==> config.mk <==
export PLATFORM = sky130hd
export DESIGN_NAME = ro_entropy_collector
export DESIGN_NICKNAME = d
export VERILOG_FILES = /design/src/rtl/ro_entropy_collector.sv
export SDC_FILE = /design/constraint.sdc
export NUM_CORES = 1
export LEC_CHECK = 0
export ABC_CLOCK_PERIOD_IN_PS = 2800
export CAP_MARGIN = 15
export CORE_ASPECT_RATIO = 1.25
export CORE_UTILIZATION = 40
export CTS_BUF_LIST = sky130_fd_sc_hd__clkbuf_8
export DETAILED_ROUTE_END_ITERATION = 7
export SYNTH_ARGS = -nofsm -noshare
export SYNTH_HDL_FRONTEND = slang
export SYNTH_SLANG_ARGS = --single-unit
==> constraint.sdc <==
create_clock -name clk -period 2.8 [get_ports clk]
set_clock_uncertainty 0.1 [all_clocks]
set_input_delay 0.56 -clock clk [delete_from_list [all_inputs] [get_ports clk]]
set_output_delay 0.56 -clock clk [all_outputs]
set_load 0.05 [all_outputs]
==> src/rtl/ro_entropy_collector.sv <==
// ---------------------------------------------------------------------------
// ro_entropy_collector: samples a synchronised ring-oscillator bit, optionally
// von Neumann debiases it and packs it MSB-first into words.  Rev 1.0
// ---------------------------------------------------------------------------
`default_nettype none

module ro_entropy_collector #(
  parameter int SYNC_STAGES = 2,
  parameter int WIDTH       = 32,
  parameter int DIV_WIDTH   = 16
) (
  input  logic                 clk,
  input  logic                 reset_n,
  input  logic                 enable,
  input  logic                 debias_en,
  input  logic [DIV_WIDTH-1:0] sample_div,
  input  logic                 ro_in,
  input  logic                 ack,
  output logic [WIDTH-1:0]     data,
  output logic                 valid,
  output logic [15:0]          drop_count
);

  localparam int                CNT_W    = (WIDTH > 2) ? $clog2(WIDTH) : 1;
  localparam logic [CNT_W-1:0]  LAST_BIT = CNT_W'(WIDTH - 1);

  logic [SYNC_STAGES-1:0] sync_q;
  logic                   ro_s;
  logic [DIV_WIDTH-1:0]   timer;
  logic                   phase;
  logic                   first_bit;
  logic                   debias_q;
  logic [WIDTH-1:0]       shreg;
  logic [CNT_W-1:0]       bit_count;
  logic                   pending;

  logic                   tick;
  logic                   debias_chg;
  logic                   eff_phase;
  logic                   emit;
  logic                   emit_bit;
  logic [WIDTH-1:0]       next_word;
  logic                   word_done;
  logic                   ack_take;
  logic                   drop_inc;

  // Synchroniser runs unconditionally so ro_s is settled when enable rises.
  always_ff @(posedge clk or negedge reset_n) begin
    if (!reset_n) begin
      sync_q <= '0;
    end else begin
      sync_q <= {sync_q[SYNC_STAGES-2:0], ro_in};
    end
  end

  assign ro_s = sync_q[SYNC_STAGES-1];

  always_comb begin
    tick       = enable && (timer == sample_div);
    debias_chg = (debias_en != debias_q);
    // A debias mode change restarts pairing, even on a tick in the same cycle.
    eff_phase  = phase && !debias_chg;
    emit       = 1'b0;
    emit_bit   = ro_s;
    if (tick) begin
      if (debias_en) begin
        if (eff_phase) begin
          emit     = (ro_s != first_bit);
          emit_bit = first_bit;
        end
      end else begin
        emit = 1'b1;
      end
    end
    next_word = {shreg[WIDTH-2:0], emit_bit};
    word_done = emit && !pending && (bit_count == LAST_BIT);
    ack_take  = valid && ack;
    drop_inc  = emit && pending;
  end

  always_ff @(posedge clk or negedge reset_n) begin
    if (!reset_n) begin
      timer     <= '0;
      phase     <= 1'b0;
      first_bit <= 1'b0;
      debias_q  <= 1'b0;
    end else begin
      debias_q <= debias_en;
      if (!enable || tick) begin
        timer <= '0;
      end else begin
        timer <= timer + 1'b1;
      end

      if (!enable) begin
        phase <= 1'b0;
      end else if (tick && debias_en) begin
        phase <= !eff_phase;
        if (!eff_phase) begin
          first_bit <= ro_s;
        end
      end else if (debias_chg) begin
        phase <= 1'b0;
      end
    end
  end

  // Later assignments win: a completing word overrides the ack-driven valid clear.
  always_ff @(posedge clk or negedge reset_n) begin
    if (!reset_n) begin
      shreg      <= '0;
      bit_count  <= '0;
      pending    <= 1'b0;
      data       <= '0;
      valid      <= 1'b0;
      drop_count <= '0;
    end else begin
      if (drop_inc && (drop_count != 16'hFFFF)) begin
        drop_count <= drop_count + 16'd1;
      end

      if (ack_take) begin
        if (pending) begin
          data      <= shreg;
          pending   <= 1'b0;
          bit_count <= '0;
        end else begin
          valid <= 1'b0;
        end
      end

      if (!enable) begin
        bit_count <= '0;
      end else if (emit && !pending) begin
        shreg <= next_word;
        if (word_done) begin
          bit_count <= '0;
          if (!valid || ack) begin
            data  <= next_word;
            valid <= 1'b1;
          end else begin
            pending <= 1'b1;
          end
        end else begin
          bit_count <= bit_count + 1'b1;
        end
      end
    end
  end

endmodule

`default_nettype wire

* Word level (Yosys, flattened, before mapping)
Cells that the tools add are included.
W data, S select, Z words.
** Operators by class
- Multiplexer cells :: 32
- Equality and inequality tests :: 8
- $add $sub $neg :: 3
- Reductions and logical operators :: 18
** Operators with widths (number)
- $mux W32 :: 6
- $add A16 B1 Y16 const B :: 2
- $mux W5 :: 5
- $mux W1 :: 20
- $eq A16 B16 Y1 :: 1
- $mux W16 :: 1
- $ne A16 B16 Y1 const B :: 1
- $ne A3 B1 Y1 const B :: 3
- $logic_and A1 B1 Y1 :: 8
- $reduce_and A2 Y1 :: 3
- $add A5 B1 Y5 const B :: 1
- $eq A5 B5 Y1 const B :: 1
- $logic_not A1 Y1 :: 5
- $logic_or A1 B1 Y1 :: 2
- $ne A1 B1 Y1 :: 2
** Storage, ports and cells
- Bits of input ports :: 22
- Register bits after elaboration :: 108
- Word-level logic and storage cells :: 72
- Output and inout bits :: 49

* Depth between registers and ports, before layout
Gate-level depths: netlist (run 1).
- Depth after elaboration :: 11
- Depth in mapped cells :: 9
- Mapped depth without buffers :: 8

* Worst setup path before layout (run 1)
Ideal clock, no wire load.
- Path type :: input port to flip-flop
- Start :: input port sample_div[2]
- End :: register drop_count[5]
- Cell stages on the path :: 8
- Arrival time :: 2009 ps
- Library setup time :: 143 ps
- Slack :: 548 ps
- Path through :: xnor2_1 nand4_1 a2111oi_4 and4_1 buf_4 buf_6 nand4_1 xnor2_1
** Between the ends
- Longest elaborated chain between the ends :: 5
** RTL lines
- start: declaration :: RTL line 16 : input logic [DIV_WIDTH-1:0] sample_div,
- $eq A16 B16 Y1 :: RTL line 59 : tick = enable && (timer == sample_div);
- $logic_and A1 B1 Y1 :: RTL line 59
- $mux W1 :: RTL line 65 : if (tick) begin
- $logic_and A1 B1 Y1 :: RTL line 78 : drop_inc = emit && pending;
- $logic_and A1 B1 Y1 :: RTL line 118 : if (drop_inc && (drop_count != 16'hFFFF)) begin
- end signal: assignment :: RTL line 119 : drop_count <= drop_count + 16'd1;
- end: declaration :: RTL line 21 : output logic [15:0] drop_count
No other way between the ends.
A chain may end at the register's enable or synchronous reset.

* Final worst setup path (run 1)
- Start :: input port sample_div[3]
- End :: register shreg[29]
** Between the ends
- Longest elaborated chain between the ends :: 5
** RTL lines
- $eq A16 B16 Y1 :: RTL line 59
- $logic_and A1 B1 Y1 :: RTL line 59
- $mux W1 :: RTL line 65
- $logic_and A1 B1 Y1 :: RTL line 134 : end else if (emit && !pending) begin
- $reduce_and A2 Y1 (no source line)
- end signal: assignment :: RTL line 135 : shreg <= next_word;
- end: declaration :: RTL line 33 : logic [WIDTH-1:0] shreg;
No other way between the ends.

==> results of run 1 <==
[routing by layer]
| metal | track usage | up-vias |
|---|---|---|
| li1 | - | 1645 |
| met1 | 0.212 | 1625 |
| met2 | 0.254 | 42 |
| met3 | 0.0305 | 10 |
| met4 | 0.0605 | 0 |
| met5 | 0 | - |
[metrics by stage]
step / worst slack [ns] / utilization / cell area, µm² / instances / total power [µW]
finish: 0.373 / 0.514 / 6060 / 669 / 2730
global route: 0.201 / 0.514 / 6060 / 669 / 2850
CTS: 0.380 / 0.514 / 6060 / 669 / 2780
detailed placement: -0.0139 / 0.495 / 5840 / 653 / 1710
global placement: 0.0163 / 0.495 / 5840 / 653 / 1710
floorplan: 0.548 / - / 4900 / 429 / 1630
[cell families after synthesis]
group                      share of synthesized area
DFF                                            0.551
and+or+nand+nor                                0.130
muxes                                          0.145
xor gates and xnor gates                      0.0768
adders and majority gates                     0.0102
AOI/OAI and AO/OA                             0.0589
buffers and inverters                         0.0283
[flip-flops by register name, indices dropped and copies added (netlist names)]
| signal | count |
|---|---|
| debias_q | 1 |
| timer | 16 |
| sync_q | 2 |
| first_bit | 1 |
| pending | 1 |
| phase | 1 |
| drop_count | 16 |
| bit_count | 5 |
| data | 32 |
| shreg | 32 |
| valid | 1 |
[worst min-delay path by stage]
stage                          from      endpoint  cells past startpoint
after floorplan             reset_n  bit_count[0]                      0
after global placement    sync_q[0]     sync_q[1]                      0
after detailed placement  sync_q[0]     sync_q[1]                      0
after CTS                   reset_n     timer[13]                      1
after global routing        reset_n     timer[15]                      1
final                       reset_n      timer[1]                      1
[critical path, delay by kind of cell]
| family | cells | cell delay (ns) |
|---|---|---|
| xor gates and xnor gates | 1 | 0.12 |
| muxes | 1 | 0.33 |
| buffers and inverters | 2 | 0.70 |
| and+or+nand+nor | 2 | 0.38 |
| AOI/OAI and AO/OA | 1 | 0.46 |
[cell type report]
cell class              instances  area share
well taps                     161      0.0332
multi-input cells             294       0.342
inverters                       7     0.00434
clock inverters                 6      0.0142
clock buffers                  10      0.0227
repair buffers                 83       0.137
flip-flops and latches        108       0.446
[layout by cell type, fill, tap and decap left out, types with 2 or more instances in the layout]
| master | count |
|---|---|
| bufinv_16 | 2 |
| nand2b_1 | 3 |
| clkinv_2 | 2 |
| nand3_2 | 2 |
| or3_1 | 4 |
| clkbuf_8 | 10 |
| mux2_2 | 21 |
| mux2_1 | 11 |
| inv_1 | 7 |
| and4_1 | 4 |
| nor2_1 | 52 |
| buf_4 | 11 |
| nor3_1 | 2 |
| xor2_1 | 7 |
| nor2b_1 | 2 |
| clkdlybuf4s50_1 | 69 |
| mux2i_1 | 35 |
| nand4_1 | 19 |
| dfrtp_1 | 108 |
| nand2_1 | 12 |
| buf_12 | 3 |
| xnor2_1 | 36 |
| o21ai_0 | 8 |
| a21oi_1 | 36 |
| ha_1 | 4 |
| nand3_1 | 18 |
| and3_1 | 10 |
[power by group through the flow]
| stage | Clock (µW) | Sequential, µW | Combinational (µW) |
|---|---|---|---|
| after CTS | 1100 | 1570 | 107 |
| after global placement | 0 | 1600 | 105 |
| after global routing | 1160 | 1570 | 117 |
| after detailed placement | 0 | 1600 | 107 |
| final | 1060 | 1570 | 103 |
| after floorplan | 0 | 1600 | 29.4 |
==> results.sh, run 1 <==
export IMPL_yosys_warnings=0
export IMPL_gp_congestion=0.752
export IMPL_io_buffer_count=70
export IMPL_finalSetupViolations=0
export IMPL_antenna_found_initial=0
export IMPL_cts_tree="done"
export IMPL_syn2layout_area_growth_pct=23.6
export IMPL_critPathMaxStageDelay_ns=0.47
export IMPL_yosysTopAreaCell="dfrtp_1"
export IMPL_clk_path_buf_depth=2
export IMPL_nets=529
export IMPL_routed_top_layer="met4"
export IMPL_critPathLaunch="sample_div[3]"
export IMPL_rows=44
export IMPL_worstPathArrival_ns=2.58
export IMPL_die_w_um=101
export IMPL_max_freq_mhz=412
export IMPL_synth_most_common_cell="dfrtp_1"
export IMPL_ys_top_cells_by_count="108 x dfrtp_1, 52 x nor2_1, 36 x a21oi_1, 36 x xnor2_1, 35 x mux2i_1"
export IMPL_synth_distinct_cells=32
export IMPL_status="finished clean"
export IMPL_ant_nets=0
export IMPL_r2r_setup_slack_ns=0.55
export IMPL_syn_inst=429
export IMPL_r2r_end="shreg[29]"
export IMPL_multi_input_area_mm2=0.00207
export IMPL_diodes=0
export IMPL_hold_class="input port to asynchronous set/reset pin"
export IMPL_die_h_um=126
export IMPL_max_cap_violations=0
export IMPL_ys_seq_area_frac=0.551
export IMPL_cts_root_buf="clkbuf_8"
export IMPL_yosysTopAreaCellShare=0.551
export IMPL_seq_area_mm2=0.00270
export IMPL_design_core_area_mm2=0.0118
export IMPL_dieArea_mm2=0.0127
export IMPL_syn_nets=455
export IMPL_cts_resized=0
export IMPL_met1_length_um=4470
export IMPL_wl_per_cell_um=13.9
export IMPL_seqPwrFrac=0.575
export IMPL_grt_max_degree=63
export IMPL_syn_area_mm2=0.00490
export IMPL_grt_usage=0.158
export IMPL_p_int_uw=2140
export IMPL_startpoint_type="input port"
export IMPL_synth_seq_cells=108
export IMPL_p_sw_uw=593
export IMPL_ioPinCount=71
export IMPL_r2r_start="timer[0]"
export IMPL_start_util=0.416
export IMPL_critical_path_endpoint="shreg[29]"
export IMPL_peakVddDrop_v=0.000305
export IMPL_rsz0062_at_grt="false"
export IMPL_relSlewSlack=0.643
export IMPL_r2r_cells=6
export IMPL_drive_gt1_frac=0.106
export IMPL_numClockSinks=108
export IMPL_critPathMaxFanout=45
export IMPL_viasPerCell=4.97
export IMPL_num_vias=3322
export IMPL_combinationalPowerShare=0.038
export IMPL_min_period_over_period=0.867
export IMPL_synth_area_leaders="dfrtp_1 55%, mux2i_1 7.1%, xnor2_1 6.4%"
export IMPL_grt_overflow=0
export IMPL_wl_met3_um=232
export IMPL_grt_pass1_vias=3307
export IMPL_cp_slowest_cell="clkdlybuf4s50_1"
export IMPL_slew_viol_final=0
export IMPL_tightest_slew_ns=0.534
export IMPL_wl_met2_um=4440
export IMPL_place_hpwl_um=6280
export IMPL_first_iter_violations=97
export IMPL_clock_latency_ns=0.36
export IMPL_crit_type="input port to flop"
export IMPL_path_cells="clkdlybuf4s50_1 > xnor2_1 > nand4_1 > a2111oi_4 > nand3b_1 > buf_12 > mux2_1"
export IMPL_fillers=1105
export IMPL_synthFlopType="dfrtp_1"
export IMPL_drtPass1Iterations=4
export IMPL_cts_hold_buf=0
export IMPL_clkPwrFrac=0.387
export IMPL_post_cts_setup_buffers=0
export IMPL_synth_edf_count=0
export IMPL_cp_required_ns=2.95
export IMPL_cts_htree_levels=3
export IMPL_clkTransAtPathRegs_ns=0.10
export IMPL_end_kind="flop"
export IMPL_wl_um=9290
export IMPL_synthArstFlopShare=1.00
export IMPL_hold_violations=0
export IMPL_fin_crit_ns=2.43
export IMPL_fin_setup_tns_ns=0
export IMPL_power_leakage_uw=0.00303
export IMPL_cts_buffers=9
export IMPL_postSynthAreaPerCell_um2=11.4
export IMPL_drc=0
export IMPL_whs_ns=0.0490
export IMPL_p_sw_frac=0.217
export IMPL_power_density_mw_per_mm2=451
export IMPL_grt_pass1_wl_um=15900
Note: power is estimated with default switching activity, not from simulation.
==> run 2, diff against run 1 <==
--- a/config.mk
+++ b/config.mk
@@ -5,6 +5,7 @@
 export SDC_FILE = /design/constraint.sdc
 export NUM_CORES = 1
 export LEC_CHECK = 0
+export ABC_AREA = 1
 export ABC_CLOCK_PERIOD_IN_PS = 2800
 export CAP_MARGIN = 15
 export CORE_ASPECT_RATIO = 1.25
==> results.sh, run 2 <==
export IMPL_status="finished clean"
export IMPL_final_cells=997
export IMPL_ys_seq_area_frac=0.470
export IMPL_grt_usage=0.181
export IMPL_clkTransAtPathRegs_ns=0.11
export IMPL_clock_latency_ns=0.37
export IMPL_synthFlopType="dfrtp_1"
export IMPL_die_h_um=136
export IMPL_synth_area_leaders="dfrtp_1 47%, nand2_1 17%, inv_1 6.1%"
export IMPL_final_common_cell="nand2_1"
export IMPL_critPathMaxStageDelay_ns=0.84
export IMPL_syn_nets=776
export IMPL_grt_max_degree=70
export IMPL_critPathMaxFanout=6
export IMPL_min_period_over_period=0.839
export IMPL_antenna_found_initial=0
export IMPL_slew_viol_final=0
export IMPL_cp_required_ns=2.14
export IMPL_drtPass1Iterations=5
export IMPL_cts_tree="done"
export IMPL_cts_resized=0
export IMPL_postSynthAreaPerCell_um2=7.66
export IMPL_hold_violations=0
export IMPL_syn2layout_area_growth_pct=18.6
export IMPL_fin_setup_tns_ns=0
export IMPL_ioPinCount=71
export IMPL_r2r_cells=10
export IMPL_synth_distinct_cells=35
export IMPL_cts_buffers=9
export IMPL_worstPathArrival_ns=1.69
export IMPL_grt_pass1_vias=4674
export IMPL_path_cells="clkdlybuf4s50_1"
export IMPL_r2r_end="drop_count[3]"
export IMPL_grt_overflow=0
export IMPL_dp_cells=981
export IMPL_synth_edf_count=0
export IMPL_cts_htree_levels=3
export IMPL_synth_most_common_cell="nand2_1"
export IMPL_wl_per_cell_um=12.7
export IMPL_gp_congestion=0.844
export IMPL_diodes=0
export IMPL_relSlewSlack=0.654
export IMPL_drive_gt1_frac=0.0803
export IMPL_crit_family="buffers and inverters"
export IMPL_final_util=0.489
export IMPL_grt_pass1_wl_um=21400
export IMPL_cp_slowest_cell="clkdlybuf4s50_1"
export IMPL_viasPerCell=4.84
export IMPL_ant_nets=0
export IMPL_crit_type="flop to primary output"
export IMPL_power_leakage_uw=0.00311
export IMPL_first_iter_violations=303
export IMPL_ys_top_cells_by_count="256 x nand2_1, 108 x dfrtp_1, 94 x inv_1"
export IMPL_design_core_area_mm2=0.0139
export IMPL_rows=48
export IMPL_synthArstFlopShare=1.00
export IMPL_finalSetupViolations=0
export IMPL_post_cts_setup_buffers=0
export IMPL_tightest_slew_ns=0.518
export IMPL_end_kind="primary output"
export IMPL_yosys_warnings=0
export IMPL_peakVddDrop_v=0.000242
export IMPL_place_hpwl_um=8840
export IMPL_yosysTopAreaCellShare=0.470
export IMPL_fin_crit_ns=2.35
export IMPL_io_buffer_count=70
export IMPL_totalPowerFinal_uw=2580
export IMPL_syn_area_mm2=0.00575
export IMPL_start_util=0.412
export IMPL_syn_inst=750
export IMPL_num_vias=4828
export IMPL_synth_seq_cells=108
export IMPL_die_w_um=109
export IMPL_cts_root_buf="clkbuf_8"
export IMPL_max_cap_violations=0
export IMPL_wl_um=12700
export IMPL_max_freq_mhz=426
export IMPL_r2r_setup_slack_ns=0.66
export IMPL_dieArea_mm2=0.0149
export IMPL_rsz0062_at_grt="false"
export IMPL_reg_largest_list="data: 32 flops, shreg: 32 flops"
export IMPL_yosysTopAreaCell="dfrtp_1"
export IMPL_cts_hold_buf=0
export IMPL_whs_ns=0.0337
export IMPL_final_cell_mix="255 x nand2_1, 108 x dfrtp_1, 94 x inv_1"
export IMPL_r2r_start="drop_count[0]"
export IMPL_clk_path_buf_depth=2
export IMPL_power_density_mw_per_mm2=378
export IMPL_nets=843
export IMPL_numClockSinks=108
export IMPL_cp_num_buf_inv=1
export IMPL_startpoint_type="flop"
export IMPL_hold_class="input port to asynchronous set/reset pin"
export IMPL_drc=0
-- run 2: changes by cell type in the layout (fill, tap and decap cells not counted), sizes merged, moves of 31 or more --
cell	delta
mux2	-31
nand3	+31
mux2i	-35
o21ai	+75
inv	+96
nand2	+246
-- run 2: logic make-up (layout without fill, tap and decap cells) --
| logic type | count (synthesis) | count (layout) | synth area share |
|---|---|---|---|
| AO/OA/AOI/OAI | 92 | 92 | 0.0886 |
| XOR/XNOR | 24 | 24 | 0.0366 |
| adder cells (fa/ha/maj) | 4 | 4 | 0.00871 |
| buffers and inverters | 132 | 204 | 0.100 |
| flip-flops | 108 | 108 | 0.470 |
| multiplexers | 1 | 1 | 0.00196 |
| AND/OR/NAND/NOR | 389 | 389 | 0.294 |
-- run 2: layer usage --
layer / wire length, µm / GRT usage / up-vias
met3: 497 / 0.0321 / 4
met2: 6280 / 0.316 / 88
met5: 0 / 0 / -
met4: 84 / 0.0467 / 0
li1: - / - / 2482
met1: 5840 / 0.229 / 2254
-- run 2: per-stage QoR --
step	worst slack [ns]	area (µm²)
after floorplan	0.547	5750
after global placement	0.188	6640
after detailed placement	0.151	6640
after CTS	0.423	6810
after global routing	0.342	6810
final	0.451	6810
-- run 2: layout make-up --
cell class              count  area, µm²
well taps                 175        219
repair buffers             84        853
fillers                  1374       7120
multi-input cells         510       2470
inverters                 104        390
clock buffers               9        124
clock inverters             7       51.3
flip-flops and latches    108       2700
-- run 2: worst max-delay path by stage --
stage,from,to,slack (ns),cells past startpoint
final,drop_count[10],drop_count[10],0.45,1
after global routing,debias_en,data[13],0.34,12
after CTS,drop_count[10],drop_count[10],0.42,1
after detailed placement,debias_en,data[13],0.15,12
after global placement,sample_div[15],data[11],0.19,13
after floorplan,drop_count[0],drop_count[7],0.55,10
-- run 2: power by group --
group          total (µW)  switching, µW  internal (µW)
Clock                 878            551            327
Combinational         129           77.2           52.2
Sequential           1570           5.59           1560
Total                2580            634           1940
